File: src/rtl/lane_arb_pkg.sv
// lane_arb_pkg: shared state encoding and width helper for the lane round-robin arbiter.
package lane_arb_pkg;

    typedef enum logic {ARB_IDLE, ARB_GRANT} arb_state_t;

    function automatic int cnt_w(int n);
        return (n > 1) ? $clog2(n) : 1;
    endfunction

endpackage

File: src/rtl/rr_priority_picker.sv
// rr_priority_picker: one-hot pick of the first requester at or after ptr, wrapping upward.
module rr_priority_picker
    import lane_arb_pkg::*;
#(
    parameter int NUM_LANES = 4,
    localparam int PW = cnt_w(NUM_LANES)
)(
    input  logic [NUM_LANES-1:0] req,
    input  logic [PW-1:0]        ptr,
    output logic [NUM_LANES-1:0] pick,
    output logic                 any
);

    logic [NUM_LANES-1:0] rot;
    logic [NUM_LANES-1:0] first;

    // Rotate so ptr sits at bit 0, isolate the lowest set bit, then rotate back.
    always_comb begin
        rot = '0;
        pick = '0;
        for (int i = 0; i < NUM_LANES; i++) rot[i] = req[PW'((i + int'(ptr)) % NUM_LANES)];
        first = rot & (~rot + NUM_LANES'(1));
        for (int i = 0; i < NUM_LANES; i++) pick[PW'((i + int'(ptr)) % NUM_LANES)] = first[i];
    end

    assign any = |req;

endmodule

File: src/rtl/lane_round_robin_arbiter.sv
// lane_round_robin_arbiter: round-robin sharing of one output channel among lanes with burst locking.
module lane_round_robin_arbiter
    import lane_arb_pkg::*;
#(
    parameter int NUM_LANES = 4,
    parameter int DATA_W    = 8,
    parameter int MAX_BURST = 4
)(
    input  logic                          clk,
    input  logic                          rst,
    input  logic [NUM_LANES-1:0]          in_valid,
    input  logic [NUM_LANES*DATA_W-1:0]   in_data,
    input  logic [NUM_LANES-1:0]          in_last,
    output logic [NUM_LANES-1:0]          in_ready,
    output logic                          out_valid,
    output logic [DATA_W-1:0]             out_data,
    output logic                          out_last,
    input  logic                          out_ready,
    output logic [NUM_LANES-1:0]          grant,
    output logic                          busy
);

    localparam int PW = cnt_w(NUM_LANES);
    localparam int BW = cnt_w(MAX_BURST);

    arb_state_t           state_q, state_d;
    logic [NUM_LANES-1:0] grant_q, grant_d;
    logic [PW-1:0]        rr_ptr_q, rr_ptr_d;
    logic [BW-1:0]        beat_cnt_q, beat_cnt_d;
    logic [NUM_LANES-1:0] pick;
    logic [PW-1:0]        owner;
    logic [DATA_W-1:0]    mux_data;
    logic                 any_req;
    logic                 xfer;

    rr_priority_picker #(.NUM_LANES(NUM_LANES)) u_picker (
        .req  (in_valid),
        .ptr  (rr_ptr_q),
        .pick (pick),
        .any  (any_req)
    );

    always_comb begin
        owner = '0;
        mux_data = '0;
        for (int i = 0; i < NUM_LANES; i++) begin
            if (grant_q[i]) begin
                owner = PW'(i);
                mux_data = in_data[i*DATA_W +: DATA_W];
            end
        end
    end

    assign busy      = state_q == ARB_GRANT;
    assign grant     = grant_q;
    assign out_valid = busy && |(in_valid & grant_q);
    assign out_data  = busy ? mux_data : '0;
    assign out_last  = busy && (|(in_last & grant_q) || beat_cnt_q == BW'(MAX_BURST - 1));
    assign in_ready  = busy && out_ready ? grant_q : '0;
    assign xfer      = out_valid && out_ready;

    always_comb begin
        state_d = state_q;
        grant_d = grant_q;
        rr_ptr_d = rr_ptr_q;
        beat_cnt_d = beat_cnt_q;
        if (state_q == ARB_IDLE) begin
            if (any_req) begin
                state_d = ARB_GRANT;
                grant_d = pick;
                beat_cnt_d = '0;
            end
        end else if (xfer) begin
            if (out_last) begin
                state_d = ARB_IDLE;
                grant_d = '0;
                rr_ptr_d = (owner == PW'(NUM_LANES - 1)) ? '0 : owner + PW'(1);
            end else begin
                beat_cnt_d = beat_cnt_q + BW'(1);
            end
        end
    end

    always_ff @(posedge clk) begin
        if (rst) begin
            state_q <= ARB_IDLE;
            grant_q <= '0;
            rr_ptr_q <= '0;
            beat_cnt_q <= '0;
        end else begin
            state_q <= state_d;
            grant_q <= grant_d;
            rr_ptr_q <= rr_ptr_d;
            beat_cnt_q <= beat_cnt_d;
        end
    end

endmodule
File: config.mk
export PLATFORM = sky130hd
export DESIGN_NAME = lane_round_robin_arbiter
export DESIGN_NICKNAME = d
export VERILOG_FILES = /design/src/rtl/lane_arb_pkg.sv /design/src/rtl/rr_priority_picker.sv /design/src/rtl/lane_round_robin_arbiter.sv
export SDC_FILE = /design/constraint.sdc
export NUM_CORES = 1
export LEC_CHECK = 0
export CAP_MARGIN = 0
export CORE_ASPECT_RATIO = 1.75
export CORE_MARGIN = 8
export CORE_UTILIZATION = 42
export CTS_CLUSTER_DIAMETER = 50
export DETAILED_ROUTE_END_ITERATION = 10
export GPL_ROUTABILITY_DRIVEN = 0
export PLACE_DENSITY = 0.85
export SYNTH_ARGS = -nofsm -noshare
export SYNTH_HDL_FRONTEND = slang
export SYNTH_HIERARCHICAL = 1
export SYNTH_SLANG_ARGS = --single-unit
export TNS_END_PERCENT = 10
File: constraint.sdc
create_clock -name clk -period 7 [get_ports clk]
set_clock_uncertainty 0.1 [all_clocks]
set_input_delay 1.4 -clock clk [delete_from_list [all_inputs] [get_ports clk]]
set_output_delay 1.4 -clock clk [all_outputs]
set_load 0.05 [all_outputs]
**After elaboration in Yosys (flattened, before gate mapping)**

Cells that the tools add are included.

- Bits in registers: 9
- Bits of input ports: 43
- Output and inout bits: 19
- Logic and storage cells: 89

- Add/subtract/negate cells: 6
- $lt $le $gt $ge: 8
- Equal/unequal tests: 5
- Muxes and demuxes: 45
- Bitwise logic cells: 5
- Reductions and logical operators: 16

Operators by type and width:

| operator | number |
|---|---|
| 2-to-1 mux 8 bit | 5 |
| 2-to-1 mux 4 bit | 5 |
| 2-to-1 mux 1 bit | 17 |
| AND 4 bit | 4 |
| < comparator 2 x 4 -> 1 bit (second input constant) | 4 |
| 2-to-1 mux 2 bit | 7 |
| bitwise mux 4 bit | 3 |
| OR reduction 4 bit | 3 |
| AND reduction 3 bit | 3 |
| binary-select mux 1 bit (select 2 bit) | 4 |
| demux 1 bit (select 2 bit) | 4 |
| greater-or-equal comparator 2 x 1 -> 1 bit (second input constant) | 4 |
| logical AND 1 bit | 8 |
| adder 2 x 1 -> 2 bit (second input constant) | 2 |
| adder 2 bit (first input constant) | 2 |
| adder 4 x 1 -> 4 bit (second input constant) | 1 |
| equality test 2 bit (second input constant) | 2 |
| != test 2 bit (second input constant) | 2 |
| NOT 4 bit | 1 |
| adder 1 x 2 -> 2 bit (first input constant) | 1 |
| != test 2 x 1 -> 1 bit (second input constant) | 1 |
| nonzero test 2 bit | 1 |
| logical OR 1 bit | 1 |

**Depth between registers and ports, before layout**

- Word-level depth: 13
- Mapped depth: 7
- Mapped depth without buffers: 7

**Modules after synthesis**

The synthesis kept the hierarchy.

By module, submodules not included:

| module | instances | cells each | area each (sq um) | seq. area each (sq um) |
|---|---|---|---|---|
| lane_round_robin_arbiter | 1 | 94 | 715.7 | 180.2 |
| rr_priority_picker | 1 | 49 | 444.2 | 0.0 |

**Worst setup path after synthesis**

Ideal clock, no wire load.

- Path kind: input to output
- Start: input in_valid[0]
- End: output out_valid
- Arrival time: 2660 ps
- Required time: 5500 ps
- Setup slack: 2840 ps
- Stages on the path: 2
- Path buffers: 0
- Path through: a22oi_1 a21boi_0

- Cells in the longest elaborated chain, start to end: 3

RTL lines:

| what | RTL line | RTL |
|---|---|---|
| from (decl) | lane_round_robin_arbiter.sv:11 | `input logic [NUM_LANES-1:0] in_valid,` |
| AND 4 bit | lane_round_robin_arbiter.sv:56 | `assign out_valid = busy && \|(in_valid & grant_q);` |
| OR reduction 4 bit | lane_round_robin_arbiter.sv:56 |  |
| logical AND 1 bit | lane_round_robin_arbiter.sv:56 |  |
| to (decl) | lane_round_robin_arbiter.sv:15 | `output logic out_valid,` |

No other way between the ends.

**Final worst setup path**

- Start: input in_last[1]
- End: output out_last

- Cells in the longest elaborated chain, start to end: 4

RTL lines:

| what | RTL line | RTL |
|---|---|---|
| from (decl) | lane_round_robin_arbiter.sv:13 | `input logic [NUM_LANES-1:0] in_last,` |
| AND 4 bit | lane_round_robin_arbiter.sv:58 | `assign out_last = busy && (\|(in_last & grant_q) \|\| beat_cnt_q == BW'(MAX_BURST - 1));` |
| OR reduction 4 bit | lane_round_robin_arbiter.sv:58 |  |
| logical OR 1 bit | lane_round_robin_arbiter.sv:58 |  |
| logical AND 1 bit | lane_round_robin_arbiter.sv:58 |  |
| to (decl) | lane_round_robin_arbiter.sv:17 | `output logic out_last,` |

No other way between the ends.

==> impl_metrics.toml <==
[floorplanning]
num_io_pins = 62
rows = 25
die_h_um = 85.5
die-width_um = 55.7
core_um2 = 2660
start_util = 0.436
dieArea_um2 = 4770

[power]
power_density_nw_per_um2 = 108
power.share.sequential = 0.289
ir_worst_vdd_uv = 76.0
power.leakage_nw = 0.646
switching_power_mw = 0.0633
switch_share = 0.322
share_comb_of_total_power = 0.399
internal_power_component_mw = 0.133
clkPwrFrac = 0.311

[drt]
dr_total_vias = 1395
post_drt_wl_per_cell_um = 18.4
drc = 0
ant_nets = 0
dr.first_iter.drc_count = 50
routed_wl_um = 4170
vias_cell = 6.15
firstDrtPassIters = 4

[critical_path]
cpMaxStageDelayCell = "sky130_fd_sc_hd__clkdlybuf4s50_1"
critical_path.n_buffers_inverters = 2
cp-end-kind = "output pin"
timing.critical_path.cells = "clkdlybuf4s50_1 -> a222oi_1 -> nand2_1 -> and2_1 -> clkdlybuf4s50_1"
reg2regPathDepth = 7
crit_required_ps = 5500
cp_peak_stage_delay_ps = 690
cp_data_arrival_time_ps = 3320
worstSetupPathType = "in -> out"
timing.critical_path.max_delay_family = "buffers and inverters"
timing.critical_path.mode_cell = "sky130_fd_sc_hd__clkdlybuf4s50_1"
critical_path_cell_count = 5
critical_path.max_fanout = 6
critPathLaunchType = "primary input"

[grt]
antenna_found_initial = 0
grt_pass1_wl_um = 6870
first_global_vias = 1417
pin_count_of_the_biggest_net_entering_global_routing = 23
grt-ovfl-total = 0
grt_use_total = 0.172

[clocking]
cts_tree = "done"
h-tree-depth = 1
clkTransAtPathRegs_ps = 50
postCtsSetupRepairBufs = 0
cts_buffer_count = 3
clockBufferDepth = 2
ctsResizeCount = 0
hold_buffers = 0
number_of_sinks_driven_by_the_clock_tree = 9
clock_insertion_delay_worst_skew_ps = 240
cts.root.buffer_cell = "sky130_fd_sc_hd__clkbuf_8"

[finish]
register_area_um2 = 180
num_antenna_cells = 0
final_core_area_utilization = 0.684
multi_input_comb_area_um2 = 923
mostFrequentLayoutCell = "sky130_fd_sc_hd__clkdlybuf4s50_1"
post_route_cells_drive_above_1_share = 0.0900
filler_cell_count = 228
mostFrequentLayoutCells = "61 x sky130_fd_sc_hd__clkdlybuf4s50_1, 16 x sky130_fd_sc_hd__nand2_1, 14 x sky130_fd_sc_hd__o21ai_0"
final_cells = 227
layout-area-overhead-vs-synth_pct = 56.8
nets = 253

[sta]
post-route-min-period_ps = 4820
rsz_0062_raised_after_global_routing = "no"
hold_viol = 0
worst-slew-pin-transition_ps = 706
setup_total_negative_slack_ps = 0
finalCritPeriodShare = 0.689
drv_slew = 0
max_freq_ghz = 0.207
setup_viol_count_final = 0
slew_headroom = 0.528

[placement]
placed_cells_incl_taps = 223
placement.io_buffers = 61
sum_of_net_half_perimeters_after_detailed_placement_um = 3380

[worst_hold_path]
min_delay_path_depth = 1
hold_path_class = "reg -> reg"

[run_status]
outcome = "completed"

[logic_synthesis]
synthDominantAreaCellType = "sky130_fd_sc_hd__dfxtp_1"
area_fraction_in_compound_gates_after_synthesis = 0.382
post_synth_num_cell_types = 39
ys.warnings.count = 6
synth_top_area_share = 0.155
netlist_top_cells_area = "sky130_fd_sc_hd__dfxtp_1 16%, sky130_fd_sc_hd__ha_1 9.7%, sky130_fd_sc_hd__a22o_1 8.3%"
synthSimpleGateAreaFrac = 0.239
synthesis.area_per_instance_um2 = 8.11
post_synth_instance_area_um2 = 1160
synth.net_count = 195
dominant_combinational_cell_family_by_area_after_synthesis = "compound AO/OA/AOI/OAI gates"
xor_and_xnor_fraction_of_the_mapped_netlist_area = 0
ys_dominant_reg_cell = "sky130_fd_sc_hd__dfxtp_1"
async_reset_ff_frac = 0
postSynthCellCount = 143
post_synth_mux_area_share = 0.0777
share_of_the_yosys_chip_area_belonging_to_registers = 0.155
yosys_register_bits = 9
synth-edff-count = 0
yosys.area_share.adder = 0.0971

[run]
timing.max_cap.violations = 0
cell families (layout without fill, tap and decap cells):
group | after synthesis | after routing
and+or+nand+nor | 46 | 46
muxes | 4 | 4
DFF | 9 | 9
buffers and inverters | 15 | 72
AOI/OAI and AO/OA | 60 | 60
adders and majority gates | 9 | 9
area by class of cell:
type | count | area share
Inverter | 7 | 0.0144
Tap cell | 27 | 0.0186
Multi-Input combinational cell | 119 | 0.508
Clock buffer | 4 | 0.0248
Timing Repair Buffer | 61 | 0.336
Sequential cell | 9 | 0.0990
worst paths after layout:
| kind | to | slack [ps] | startpoint |
|---|---|---|---|
| setup / recovery | out_last | 2180 | in_last[1] |
| hold / removal | beat_cnt_q[0]$_SDFFE_PP0P_ | 390 | beat_cnt_q[0]$_SDFFE_PP0P_ |
| setup reg to reg | grant[1]$_SDFFE_PP0P_ | 4290 | rr_ptr_q[0]$_SDFFE_PP0P_ |
| hold reg to reg | beat_cnt_q[0]$_SDFFE_PP0P_ | 390 | beat_cnt_q[0]$_SDFFE_PP0P_ |
routing by layer:
layer	track usage	vias to the layer above	wire length, µm
met3	0.0399	6	343
met5	0	-	0
li1	-	662	-
met2	0.282	79	1990
met1	0.208	648	1750
met4	0.0698	0	78
state kept, by name, indices dropped and copies added, names as in the netlist:
name,flops
beat_cnt_q,2
busy,1
grant,4
rr_ptr_q,2
Yosys cell counts, types with 2 or more instances:
| master | count |
|---|---|
| sky130_fd_sc_hd__nand2_1 | 16 |
| sky130_fd_sc_hd__o21ai_0 | 14 |
| sky130_fd_sc_hd__a22o_1 | 11 |
| sky130_fd_sc_hd__a21oi_1 | 9 |
| sky130_fd_sc_hd__a22oi_1 | 9 |
| sky130_fd_sc_hd__dfxtp_1 | 9 |
| sky130_fd_sc_hd__ha_1 | 9 |
| sky130_fd_sc_hd__clkbuf_1 | 8 |
| sky130_fd_sc_hd__inv_1 | 7 |
| sky130_fd_sc_hd__nor2b_1 | 6 |
| sky130_fd_sc_hd__mux4_2 | 4 |
| sky130_fd_sc_hd__nand2b_1 | 4 |
| sky130_fd_sc_hd__o22ai_1 | 4 |
| sky130_fd_sc_hd__nor2_1 | 3 |
| sky130_fd_sc_hd__a31oi_1 | 2 |
| sky130_fd_sc_hd__and3_1 | 2 |
| sky130_fd_sc_hd__nand3_1 | 2 |
| sky130_fd_sc_hd__o2111ai_1 | 2 |
| sky130_fd_sc_hd__or4_1 | 2 |
power by group through the flow:
stage | combinational (mW) | clock [mW] | sequential [mW]
4_1_cts | 0.0786 | 0.0608 | 0.0570
3_3_place_gp | 0.0768 | 0 | 0.0577
3_5_place_dp | 0.0783 | 0 | 0.0579
5_1_grt | 0.0834 | 0.0637 | 0.0574
2_1_floorplan | 0.0372 | 0 | 0.0599
6_report | 0.0785 | 0.0612 | 0.0569
per-stage QoR:
step	hold WS (ps)	total power [mW]	area, µm²	setup WS (ps)
6_report	395	0.197	1820	2180
3_5_place_dp	392	0.136	1770	2190
5_1_grt	409	0.205	1820	2040
4_1_cts	398	0.196	1820	2180
3_3_place_gp	362	0.135	1770	2210
2_1_floorplan	344	0.0971	1160	2840
worst reg2reg max path, delay by kind of cell, from the launching register on:
family | cells | cell delay [ps]
AOI/OAI and AO/OA | 2 | 570
muxes | 1 | 400
DFF | 1 | 580
adders and majority gates | 1 | 460
and+or+nand+nor | 2 | 300
buffers and inverters | 1 | 190
Power figures use the tool's default switching activity.
